[src/rtl/uart_pkg.sv]
// Shared UART constants for the receive-side FIFO.
package uart_pkg;

  localparam int UART_DATA_W        = 8;
  localparam int FIFO_DEPTH_DEFAULT = 16;
  localparam int FIFO_AF_DEFAULT    = 12;

endpackage : uart_pkg

[src/rtl/uart_fifo_mem.sv]
// FIFO storage: synchronous write port, asynchronous read port, no reset on contents.
module uart_fifo_mem
  import uart_pkg::*;
#(
  parameter int DEPTH = FIFO_DEPTH_DEFAULT,
  parameter int AW    = $clog2(DEPTH)
) (
  input  logic                   clk,
  input  logic                   we,
  input  logic [AW-1:0]          waddr,
  input  logic [UART_DATA_W-1:0] wdata,
  input  logic [AW-1:0]          raddr,
  output logic [UART_DATA_W-1:0] rdata
);

  logic [UART_DATA_W-1:0] mem [DEPTH];

  // Write the incoming byte on the rising edge when enabled.
  always_ff @(posedge clk) begin
    if (we) mem[waddr] <= wdata;
  end

  assign rdata = mem[raddr];

endmodule : uart_fifo_mem

[src/rtl/uart_rx_fifo.sv]
// Receive FIFO behind a UART receiver: edge-detected push, FWFT read, sticky overrun.
module uart_rx_fifo
  import uart_pkg::*;
#(
  parameter int DEPTH     = FIFO_DEPTH_DEFAULT,
  parameter int AF_THRESH = FIFO_AF_DEFAULT
) (
  input  logic                       clk,
  input  logic                       reset,
  input  logic [UART_DATA_W-1:0]     din,
  input  logic                       rx_done,
  input  logic                       rd_en,
  input  logic                       clr_overrun,
  output logic [UART_DATA_W-1:0]     dout,
  output logic                       empty,
  output logic                       full,
  output logic                       almost_full,
  output logic [$clog2(DEPTH):0]     level,
  output logic                       overrun
);

  localparam int AW = $clog2(DEPTH);
  localparam int LW = AW + 1;

  logic                   rx_done_q;
  logic [AW-1:0]          wr_ptr;
  logic [AW-1:0]          rd_ptr;
  logic [UART_DATA_W-1:0] head;
  logic                   push;
  logic                   pop;
  logic                   push_ok;
  logic                   overrun_evt;

  // A full FIFO still accepts a byte when the head leaves in the same cycle.
  assign push        = rx_done & ~rx_done_q;
  assign pop         = rd_en & ~empty;
  assign push_ok     = push & (~full | pop);
  assign overrun_evt = push & full & ~pop;

  assign empty       = (level == '0);
  assign full        = (level == LW'(DEPTH));
  assign almost_full = (level >= LW'(AF_THRESH));
  assign dout        = empty ? '0 : head;

  uart_fifo_mem #(
    .DEPTH (DEPTH),
    .AW    (AW)
  ) u_mem (
    .clk   (clk),
    .we    (push_ok),
    .waddr (wr_ptr),
    .wdata (din),
    .raddr (rd_ptr),
    .rdata (head)
  );

  // rx_done_q resets high so a level held across reset release is not a new byte.
  always_ff @(posedge clk or negedge reset) begin
    if (!reset) rx_done_q <= 1'b1;
    else        rx_done_q <= rx_done;
  end

  // Pointers wrap naturally at DEPTH; level tracks net push/pop.
  always_ff @(posedge clk or negedge reset) begin
    if (!reset) begin
      wr_ptr <= '0;
      rd_ptr <= '0;
      level  <= '0;
    end else begin
      if (push_ok) wr_ptr <= wr_ptr + AW'(1);
      if (pop)     rd_ptr <= rd_ptr + AW'(1);
      if (push_ok && !pop)      level <= level + LW'(1);
      else if (pop && !push_ok) level <= level - LW'(1);
    end
  end

  // Sticky overrun; a new drop wins over a clear in the same cycle.
  always_ff @(posedge clk or negedge reset) begin
    if (!reset)           overrun <= 1'b0;
    else if (overrun_evt) overrun <= 1'b1;
    else if (clr_overrun) overrun <= 1'b0;
  end

endmodule : uart_rx_fifo
[config.mk]
export PLATFORM = sky130hd
export DESIGN_NAME = uart_rx_fifo
export DESIGN_NICKNAME = d
export VERILOG_FILES = /design/src/rtl/uart_pkg.sv /design/src/rtl/uart_fifo_mem.sv /design/src/rtl/uart_rx_fifo.sv
export SDC_FILE = /design/constraint.sdc
export NUM_CORES = 1
export LEC_CHECK = 0
export CAP_MARGIN = 25
export CORE_UTILIZATION = 35
export DETAILED_ROUTE_END_ITERATION = 8
export PLACE_DENSITY_LB_ADDON = 0.25
export RECOVER_POWER = 100
export SLEW_MARGIN = 20
export SYNTH_ARGS = -nofsm -noshare
export SYNTH_HDL_FRONTEND = slang
export SYNTH_SLANG_ARGS = --single-unit
[constraint.sdc]
create_clock -name clk -period 3.1 [get_ports clk]
set_input_delay 0.62 -clock clk [delete_from_list [all_inputs] [get_ports clk]]
set_output_delay 0.62 -clock clk [all_outputs]
set_load 0.01 [all_outputs]
* Word level (Yosys, flattened, before mapping)
Memories as Yosys holds them, arrays and structs flattened. Cells that the tools add are included.
Word-level totals: register bits 15, memory bits (writable) 128, logic and storage cells 36, output and inout port bits 17, memories 1, bits of input ports 13
Memories:
- u_mem.mem | depth 16, bits a word 8, read ports 1, clocked after Yosys merged registers in 0, write ports 1, RTL line uart_fifo_mem.sv:16 | logic [UART_DATA_W-1:0] mem [DEPTH];
Cells by class: bitwise gates (word level) 10, equality and inequality tests 1, add/sub/neg operators 4, reductions and logical operators 7, order comparisons 1, multiplexer cells 7
Operator list (number):
- $mux 5 | 2
- $add 4x1->4 const B | 2
- $mux 8 | 1
- $add 5x1->5 const B | 1
- $and 1x1->1 | 5
- $eq 5x5->1 const B | 1
- $ge 5x4->1 const B | 1
- $logic_not 5->1 | 1
- $sub 5x1->5 const B | 1
- $mux 1 | 4
- $not 1->1 | 4
- $reduce_bool 2->1 | 2
- $logic_and 1x1->1 | 2
- $logic_not 1->1 | 2
- $or 1x1->1 | 1

* Longest topological paths before layout
Gate-level depths: netlist of run 1.
word-level depth 9, mapped depth 10

* Modules after synthesis
Synthesis of run 1 repeated with hierarchy kept, for this count alone.
Unflattened totals: cells, all modules 304, area, all modules 5888.1 µm²
Modules (own cells, without submodules):
- uart_fifo_mem | cells each 221, instances 1, area an instance 4987.3 µm², sequential area each 3843.7 µm²
- uart_rx_fifo | cells each 83, instances 1, area an instance 900.9 µm², sequential area each 376.6 µm²

* Least setup slack after synthesis of run 1
No wires, ideal clock.
path type input-to-reg, from input rx_done, to register level[4], library setup time 0.138 ns, data required time 2.962 ns, setup slack 0.653 ns, cell stages on the path 9, data arrival time 2.309 ns, path through nand2b_1 > a31oi_2 > ha_1 > inv_1 > ha_1 > nor2b_1 > o21a_1 > o2111ai_1 > o311ai_1
On the way: longest elaborated chain between the ends 5, elaborated cells on any way between the ends 7, classes of those cells mux (1); bitwise (2); reduce/logical (4)
Ends and longest elaborated chain:
- start: declaration | RTL line uart_rx_fifo.sv:11 | input logic rx_done,
- $and 1x1->1 * | RTL line uart_rx_fifo.sv:35 | assign push = rx_done & ~rx_done_q;
- $and 1x1->1 * | RTL line uart_rx_fifo.sv:37 | assign push_ok = push & (~full | pop);
- net push_ok | RTL line uart_rx_fifo.sv:31 | logic push_ok;
- $logic_not 1->1 | RTL line uart_rx_fifo.sv:73 | else if (pop && !push_ok) level <= level - LW'(1);
- $logic_and 1x1->1 | RTL line uart_rx_fifo.sv:73
- $reduce_bool 2->1 (no source line)
- end signal: assignment | RTL line uart_rx_fifo.sv:72 | if (push_ok && !pop) level <= level + LW'(1);
- end signal: assignment | RTL line uart_rx_fifo.sv:73
- end: declaration | RTL line uart_rx_fifo.sv:18 | output logic [$clog2(DEPTH):0] level,
Mark *: on every way through the listed nets, which the timed path passes. The rest lies on a longest branch. A chain may end at the register's enable or synchronous reset.

* Worst setup path in the final report of run 1
from register rd_ptr[1], to output dout[1]
On the way: longest elaborated chain between the ends 2
Ends and longest elaborated chain:
- start: declaration | RTL line uart_rx_fifo.sv:27 | logic [AW-1:0] rd_ptr;
- start signal: assignment | RTL line uart_rx_fifo.sv:71 | if (pop) rd_ptr <= rd_ptr + AW'(1);
- $mem_v2 16x8
- $mux 8 | RTL line uart_rx_fifo.sv:43 | assign dout = empty ? '0 : head;
- end: declaration | RTL line uart_rx_fifo.sv:14 | output logic [UART_DATA_W-1:0] dout,
No other way between the ends.

==> results of run 1 <==
## what timing repair did
item,CTS,global route
gates resized for setup,10,1
setup endpoints to repair,8,3
setup buffers,2,0
gates cloned,2,0
## where the power goes
| part | switching (W) | internal [W] |
|---|---|---|
| Combinational | 0.000980 | 0.00110 |
| Sequential | 0.000170 | 0.00228 |
| Clock | 0.000777 | 0.00118 |
| Total | 0.00193 | 0.00456 |
## per-stage QoR
| step | std cells | worst slack (ns) | setup TNS, ns | area [µm²] | util |
|---|---|---|---|---|---|
| floorplan | 309 | 0.653 | 0 | 5920 | - |
| global placement | 574 | 0.246 | 0 | 6640 | 0.402 |
| detailed placement | 574 | 0.249 | 0 | 6640 | 0.402 |
| CTS | 609 | 0.0302 | 0 | 7280 | 0.441 |
| global route | 609 | -0.0372 | -0.0434 | 7170 | 0.434 |
| finish | 609 | 0.0531 | 0 | 7170 | 0.434 |
## critical path: stages, from the launching register on
cell and delay [ns]:
sky130_fd_sc_hd__dfrtp_2 0.41, sky130_fd_sc_hd__bufbuf_16 0.30, sky130_fd_sc_hd__mux4_2 0.50, sky130_fd_sc_hd__mux2_2 0.32, sky130_fd_sc_hd__o21ai_1 0.15, sky130_fd_sc_hd__a21oi_1 0.06
sky130_fd_sc_hd__dlygate4sd2_1 0.28
## kinds of logic after synthesis
| group | Yosys count | synth area share |
|---|---|---|
| simple gates | 43 | 0.0349 |
| compound gates | 28 | 0.0279 |
| buf+inv | 25 | 0.0266 |
| fa+ha+maj | 11 | 0.0245 |
| flops | 143 | 0.713 |
| mux | 50 | 0.160 |
| xor+xnor | 9 | 0.0133 |
## layer usage
| metal | track usage | wire length (µm) | up-vias |
|---|---|---|---|
| li1 | - | - | 1367 |
| met2 | 0.256 | 6140 | 69 |
| met1 | 0.209 | 5870 | 1582 |
| met4 | 0.0588 | 199 | 0 |
| met3 | 0.0334 | 361 | 13 |
| met5 | 0 | 0 | - |
## registers in the layout (all words and copies together) (netlist names)
name	cells
wr_ptr	4
rd_ptr	4
level	5
u_mem.mem	128
rx_done_q	1
overrun	1
## final cells by class
| type | count | area [µm²] |
|---|---|---|
| clock buffers | 18 | 429 |
| clock inverters | 13 | 140 |
| fillers | 1469 | 9360 |
| inverters | 9 | 33.8 |
| multi-input cells | 141 | 1530 |
| flip-flops and latches | 143 | 4220 |
| well taps | 220 | 275 |
| repair buffers | 65 | 538 |
## worst max path at each step
stage,endpoint,slack [ns],cells past startpoint
after global routing,dout[7],-0.04,6
final,dout[1],0.05,6
after global placement,dout[5],0.25,6
after floorplan,level[4],0.65,9
after CTS,dout[6],0.03,6
after detailed placement,dout[5],0.25,6
## layout by cell type, fill, tap and decap left out, drive strengths merged, types with 2 or more instances in the layout
cell and n:
a21oi 9, buf 8, bufbuf 2, bufinv 2, clkbuf 45, clkdlybuf4s50 2
clkinv 6, clkinvlp 3, dfrtp 14, dlygate4sd2 7, dlygate4sd3 19, edfxtp 128
ha 10, inv 11, mux2 9, mux2i 9, mux4 32, nand2 11
nand2b 4, nand3 4, nor2 12, nor3 5, o2111ai 2, o21ai 12
or3 2, xnor2 8
==> results.md, run 1 <==
Die:
- The die outline width is 132 µm.
- The core box area is 16,500 µm².
- The floorplan step set the die height to 132 µm.
- 30 I/O pins were placed.
- The die area is 17,400 µm².
- The initial utilization of the core area, before any placement, comes to 0.358.
- The number of placement rows is 47.

Synthesis:
- The post-synthesis cell type with the largest combined area is sky130_fd_sc_hd__edfxtp_1.
- The share of flip-flops with an asynchronous set or reset after synthesis is 0.105.
- In this run, synthesis produced a sequential element count of 143.
- The share of Yosys cell area claimed by the top area cell type is 0.649.
- The predominant post-synthesis flop cell is sky130_fd_sc_hd__edfxtp_1.
- The most frequent cell after synthesis is sky130_fd_sc_hd__edfxtp_1.
- The cell area that synthesis handed to floorplanning was 5920 µm².
- By area the synthesized netlist is led by sky130_fd_sc_hd__edfxtp_1, sky130_fd_sc_hd__mux4_2, sky130_fd_sc_hd__dfrtp_1.
- The Yosys step of the flow raised 0 warnings.
- The number of distinct library cells after synthesis is 40.
- When the netlist entered floorplanning its net count stood at 333.
- The synthesized netlist cell count is 309.
- The commonest cells after synthesis are sky130_fd_sc_hd__edfxtp_1, sky130_fd_sc_hd__mux4_2, sky130_fd_sc_hd__dfrtp_1.
- The post-synthesis sequential area ratio is 0.713.
- The average cell area after synthesis is 19.2 µm².
- The number of enable flip-flop cells after synthesis is 128.

Worst setup path:
- The end of the worst register-to-register path is level[4].
- The data arrival time of the critical path is 2.43 ns.
- The critical path is of the reg -> out type.
- The element type at the critical path end is a primary output.
- The setup check on the worst reg-to-reg path leaves a slack of 0.46 ns.
- In this run the critical register-to-register path is launched from level[0].
- In this run the worst path has a maximum fanout of 8.
- The kind of start point of the critical path is a flop.
- The most critical setup path has its startpoint at rd_ptr[1].
- The worst-case reg-to-reg path depth is 10.
- For the worst setup path, the data required time is 2.48 ns.

Detailed routing:
- The violation count after the first detailed-routing iteration is 232.
- The first-pass detailed-route iteration total is 4.
- The routed design has 12,600 µm of wire.
- The per-cell routed wire length is 20.6 µm.
- In this run the remaining antenna-violating nets after routing total 0.
- The detailed-route via count is 3,031.
- The post-detailed-route DRC marker count is 0.
- In the routed layout, each cell is associated on average with a via count of 4.98.

Timing:
- Measured against its own limit, the worst slew margin works out to 0.502.
- The count of endpoints failing setup in the final report is 0.
- Static timing analysis puts the maximum clock frequency at 328 MHz.
- The clock period minus final worst setup slack is 3.05 ns.
- The clock arrives with 0.00985 ns of skew.
- The max-slew violation count is 0.
- The ratio of final minimum period to clock period is 0.983.
- The transition time at the pin with the least slew margin is 0.747 ns.
- Setup repair after global routing could not meet its margin everywhere.
- The number of hold violations in the final report is 0.
- Final hold analysis gives a worst-case slack of 0.528 ns.

Flow run:
- The count of maximum capacitance violations is 0.

Min path:
- The worst hold path begins at rd_ptr[3].
- The sink of the worst hold path is rd_ptr[3].
- The type of the most critical hold path is reg -> reg.
- Along the worst hold path, the cell count comes to 1.

Global routing:
- Across every metal layer, demand over resource in global routing totals 0.158.
- The initial antenna violation count was 0.
- The total grt overflow is 0.
- The first global-routing pass estimated 19,500 µm of wire.
- The maximum number of pins on one net before global-route repair is 27.
- The via count of the first global-routing pass was 3,272.

Placed design:
- After legalization and detailed placement, the total HPWL measured 7740 µm.
- The congestion estimate from routability-driven global placement came to 0.714.
- The number of I/O port buffers is 29.

Clock tree:
- Clock tree synthesis selected as its root buffer the cell sky130_fd_sc_hd__clkbuf_16.
- The depth of the CTS H-tree is 4.
- In this run, CTS created clock tree buffers numbering 17.
- The maximum count of clock buffers along a single path is 2.
- The number of sinks handled by clock tree synthesis is 143.
- Clock latency on the worst-skew pair, taken at its later pin, is 0.42 ns.
- The clock slew at the register clock pins of the worst setup and hold paths is 0.06 ns.
- The total of hold buffers inserted after clock tree synthesis is 0.
- The clock tree from TritonCTS is yes.

Finish:
- After the last flow step, the layout net total stands at 401.
- Of the cells placed in the final design, the portion with a size suffix greater than 1 is 0.190.
- The number of antenna cells inserted is 0.
- The area added between synthesis and finish is 21.1%.

Power:
- The analysis attributes to cell leakage a power of 2.44 nW.
- VDD sags by at most 0.470 mV.
- The power density normalized to cell area is 905 nW/µm².
- Summing internal, switching and leakage power gives 0.00648 W.

Status:
- The flow ran to the end, and the final reports show no timing, DRC or antenna violations.
Note: power is estimated with default switching activity, not from simulation.
==> inputs of run 2 (changes only) <==
--- a/config.mk
+++ b/config.mk
@@ -6,11 +6,13 @@
 export NUM_CORES = 1
 export LEC_CHECK = 0
 export CAP_MARGIN = 25
+export CELL_PAD_IN_SITES_DETAIL_PLACEMENT = 0
+export CELL_PAD_IN_SITES_GLOBAL_PLACEMENT = 1
 export CORE_UTILIZATION = 35
 export DETAILED_ROUTE_END_ITERATION = 8
 export PLACE_DENSITY_LB_ADDON = 0.25
 export RECOVER_POWER = 100
-export SLEW_MARGIN = 20
+export SLEW_MARGIN = 40
 export SYNTH_ARGS = -nofsm -noshare
 export SYNTH_HDL_FRONTEND = slang
 export SYNTH_SLANG_ARGS = --single-unit
==> run 2 against run 1 <==
  * Global-route usage fell by 0.40 points
  * Core utilization fell by 0.16 points
  * First-iteration DRC count fell by 4.3%
  * Clock skew fell by 0.0042 ns
  * Critical path depth did not move
  * Sequential power barely moved
  * Worst hold slack got worse by 0.22 ns
==> results.md, run 2 (synthesized netlist as in run 1, its figures left out) <==
Die:
- The number of placement rows is 47 (unchanged).
- The die area is 17,400 µm² (unchanged).
- The effective utilization at floorplan is 0.358 (unchanged).
- The top-level I/O count is 30 (unchanged).
- The vertical extent of the die is 132 µm (unchanged).
- The core box area is 16,500 µm² (unchanged).
- The die outline width came to 132 µm (unchanged).

Timing:
- The transition time at the pin with the least slew margin is 0.902 ns (was 0.747 ns).
- The ratio of final minimum period to clock period is 0.967 (was 0.983).
- The number of hold violations in the final report came to 0 (unchanged).
- The worst hold slack across all endpoints was 0.311 ns (was 0.528 ns).
- Setup repair after global routing missed its margin: false (was true).
- The post-route setup TNS is 0 ns (unchanged).
- The count of endpoints failing setup in the final report was 0 (unchanged).
- The max-slew violation count was 0 (unchanged).
- The highest attainable clock frequency is 334 MHz (was 328 MHz).
- The setup clock skew after layout was 0.00569 ns (was 0.00985 ns).
- The clock period minus final worst setup slack is 3.00 ns (was 3.05 ns).
- The max-slew headroom at the worst pin is 0.399 (was 0.502).

Detailed routing:
- The detailed-route via count is 2,988 (was 3,031).
- The number of antenna-violating nets in the routed design was 0 (unchanged).
- The per-cell routed wire length was 20.7 µm (was 20.6 µm).
- The via-per-instance ratio is 4.99 (was 4.98).
- The first-pass detailed-route iteration total is 4 (unchanged).
- The post-detailed-route DRC marker count is 0 (unchanged).
- The aggregate routed wire length is 12,400 µm (was 12,600 µm).
- The violation count after the first detailed-routing iteration is 222 (was 232).

Power:
- The peak supply drop was 0.505 mV (was 0.470 mV).
- The power density normalized to cell area is 915 nW/µm² (was 905 nW/µm²).
- The leakage dissipation was 2.41 nW (was 2.44 nW).

Clock tree:
- The number of buffers created by CTS is 17 (unchanged).
- The number of sinks handled by clock tree synthesis was 143 (unchanged).
- The depth of the CTS H-tree is 4 (unchanged).
- The clock slew at the register clock pins of the worst setup and hold paths is 0.06 ns (about the same).
- The master cell of the clock root buffer is sky130_fd_sc_hd__clkbuf_16 (unchanged).
- The maximum count of clock buffers along a single path came to 2 (unchanged).
- The clock tree from TritonCTS is yes (unchanged).
- The total setup buffers inserted after CTS is 0 (was 2).
- The clock latency at the later pin of the worst-skew pair is 0.42 ns (about the same).

Global routing:
- The via count of the first global-routing pass came to 3,116 (was 3,272).
- The total grt overflow is 0 (unchanged).
- The overall routing resource usage is 0.154 (was 0.158).
- The maximum number of pins on one net before global-route repair is 29 (was 27).
- The initial antenna violation count is 0 (unchanged).
- The first-pass GRT wire length is 19,000 µm (was 19,500 µm).

Placed design:
- The routability congestion estimate from global placement is 0.751 (was 0.714).
- The half-perimeter wire length after detailed placement came to 7680 µm (was 7740 µm).
- The instance area at placement is 6580 µm² (was 6640 µm²).
- The number of I/O port buffers is 29 (unchanged).

Worst setup path:
- The required time of the critical path was 2.48 ns (about the same).
- The worst reg-to-reg setup slack is 0.39 ns (was 0.46 ns).
- The element type at the critical path end is a primary output (unchanged).
- The maximum fanout along the worst path is 7 (was 8).
- The data arrival time of the critical path is 2.38 ns (was 2.43 ns).
- The type of the setup path with the least slack is reg -> out (unchanged).
- The kind of start point of the critical path is a flop (unchanged).

Finish:
- The area of all placed cells without fillers is 7140 µm² (was 7170 µm²).
- The ratio of cells with drive above 1 in the final layout is 0.190 (about the same).
- The final core utilization was 0.432 (was 0.434).
- The area added between synthesis and finish is 20.6% (was 21.1%).
- The flip-flop count of the largest register, all copies and words added came to 128 (unchanged).
- Largest registers in the final layout: u_mem.mem (128), level (5) (unchanged).
- The number of nets in the layout is 391 (was 401).
- The commonest non-fill, non-tap cell in the layout is sky130_fd_sc_hd__edfxtp_1 (unchanged).
- The number of antenna cells inserted is 0 (unchanged).
- Commonest cells after routing, fill and taps aside: sky130_fd_sc_hd__edfxtp_1, sky130_fd_sc_hd__mux4_2, sky130_fd_sc_hd__clkbuf_1 (was sky130_fd_sc_hd__edfxtp_1, sky130_fd_sc_hd__clkbuf_1, sky130_fd_sc_hd__mux4_2).
- The top register by number of flip-flops is u_mem.mem (unchanged).

Status:
- Outcome: finished, final reports clean (unchanged).

Flow run:
- The count of maximum capacitance violations came to 0 (unchanged).

Min path:
- The type of the most critical hold path is in -> async (was reg -> reg).
-- run 2: area by class of cell --
| cell class | count | area [µm²] |
|---|---|---|
| fillers | 1436 | 9380 |
| multi-input cells | 141 | 1540 |
| well taps | 220 | 275 |
| flip-flops and latches | 143 | 4220 |
| clock inverters | 13 | 165 |
| repair buffers | 55 | 480 |
| inverters | 9 | 33.8 |
| clock buffers | 18 | 429 |
-- run 2: per-layer routing --
layer / global-route usage / routed length [µm]
met5: 0 / 0
met4: 0.0620 / 166
met3: 0.0358 / 420
met2: 0.248 / 6200
met1: 0.200 / 5640
-- run 2: final timing paths --
check	startpoint	endpoint	cells past startpoint
worst min register to register	rd_ptr[3]	rd_ptr[3]	1
max in group asynchronous	reset	rd_ptr[1]	1
worst max-delay path	rd_ptr[1]	dout[1]	6
worst max register to register	level[0]	level[4]	11
worst min-delay path	reset	level[0]	1
min in group clk	rd_ptr[3]	rd_ptr[3]	1
-- run 2: critical path, cell delays in order (launching register included) --
cell	delay [ns]
sky130_fd_sc_hd__dfrtp_2	0.45
sky130_fd_sc_hd__clkbuf_16	0.20
sky130_fd_sc_hd__mux4_1	0.54
sky130_fd_sc_hd__mux2_2	0.27
sky130_fd_sc_hd__o21ai_1	0.12
sky130_fd_sc_hd__a21oi_1	0.05
sky130_fd_sc_hd__dlygate4sd2_1	0.33
-- run 2: stage by stage --
stage / setup slack, ns / instances / power (W)
after global placement: 0.223 / 566 / 0.00460
after global routing: 0.00634 / 599 / 0.00686
after detailed placement: 0.203 / 566 / 0.00461
after floorplan: 0.653 / 309 / 0.00386
after CTS: 0.0266 / 597 / 0.00657
final: 0.104 / 599 / 0.00654
-- run 2: report_power, final --
part,switching [W],total [W],internal [W],leakage [nW]
registers,0.000196,0.00248,0.00228,1.33
clock network,0.000766,0.00203,0.00126,0.280
logic,0.000970,0.00203,0.00106,0.798
-- run 2: timing repair --
action / in CTS / in global routing
gates cloned: 0 / 2
setup endpoints to repair: 8 / 5
hold buffers: 0 / 0
gates resized for setup: 8 / 6
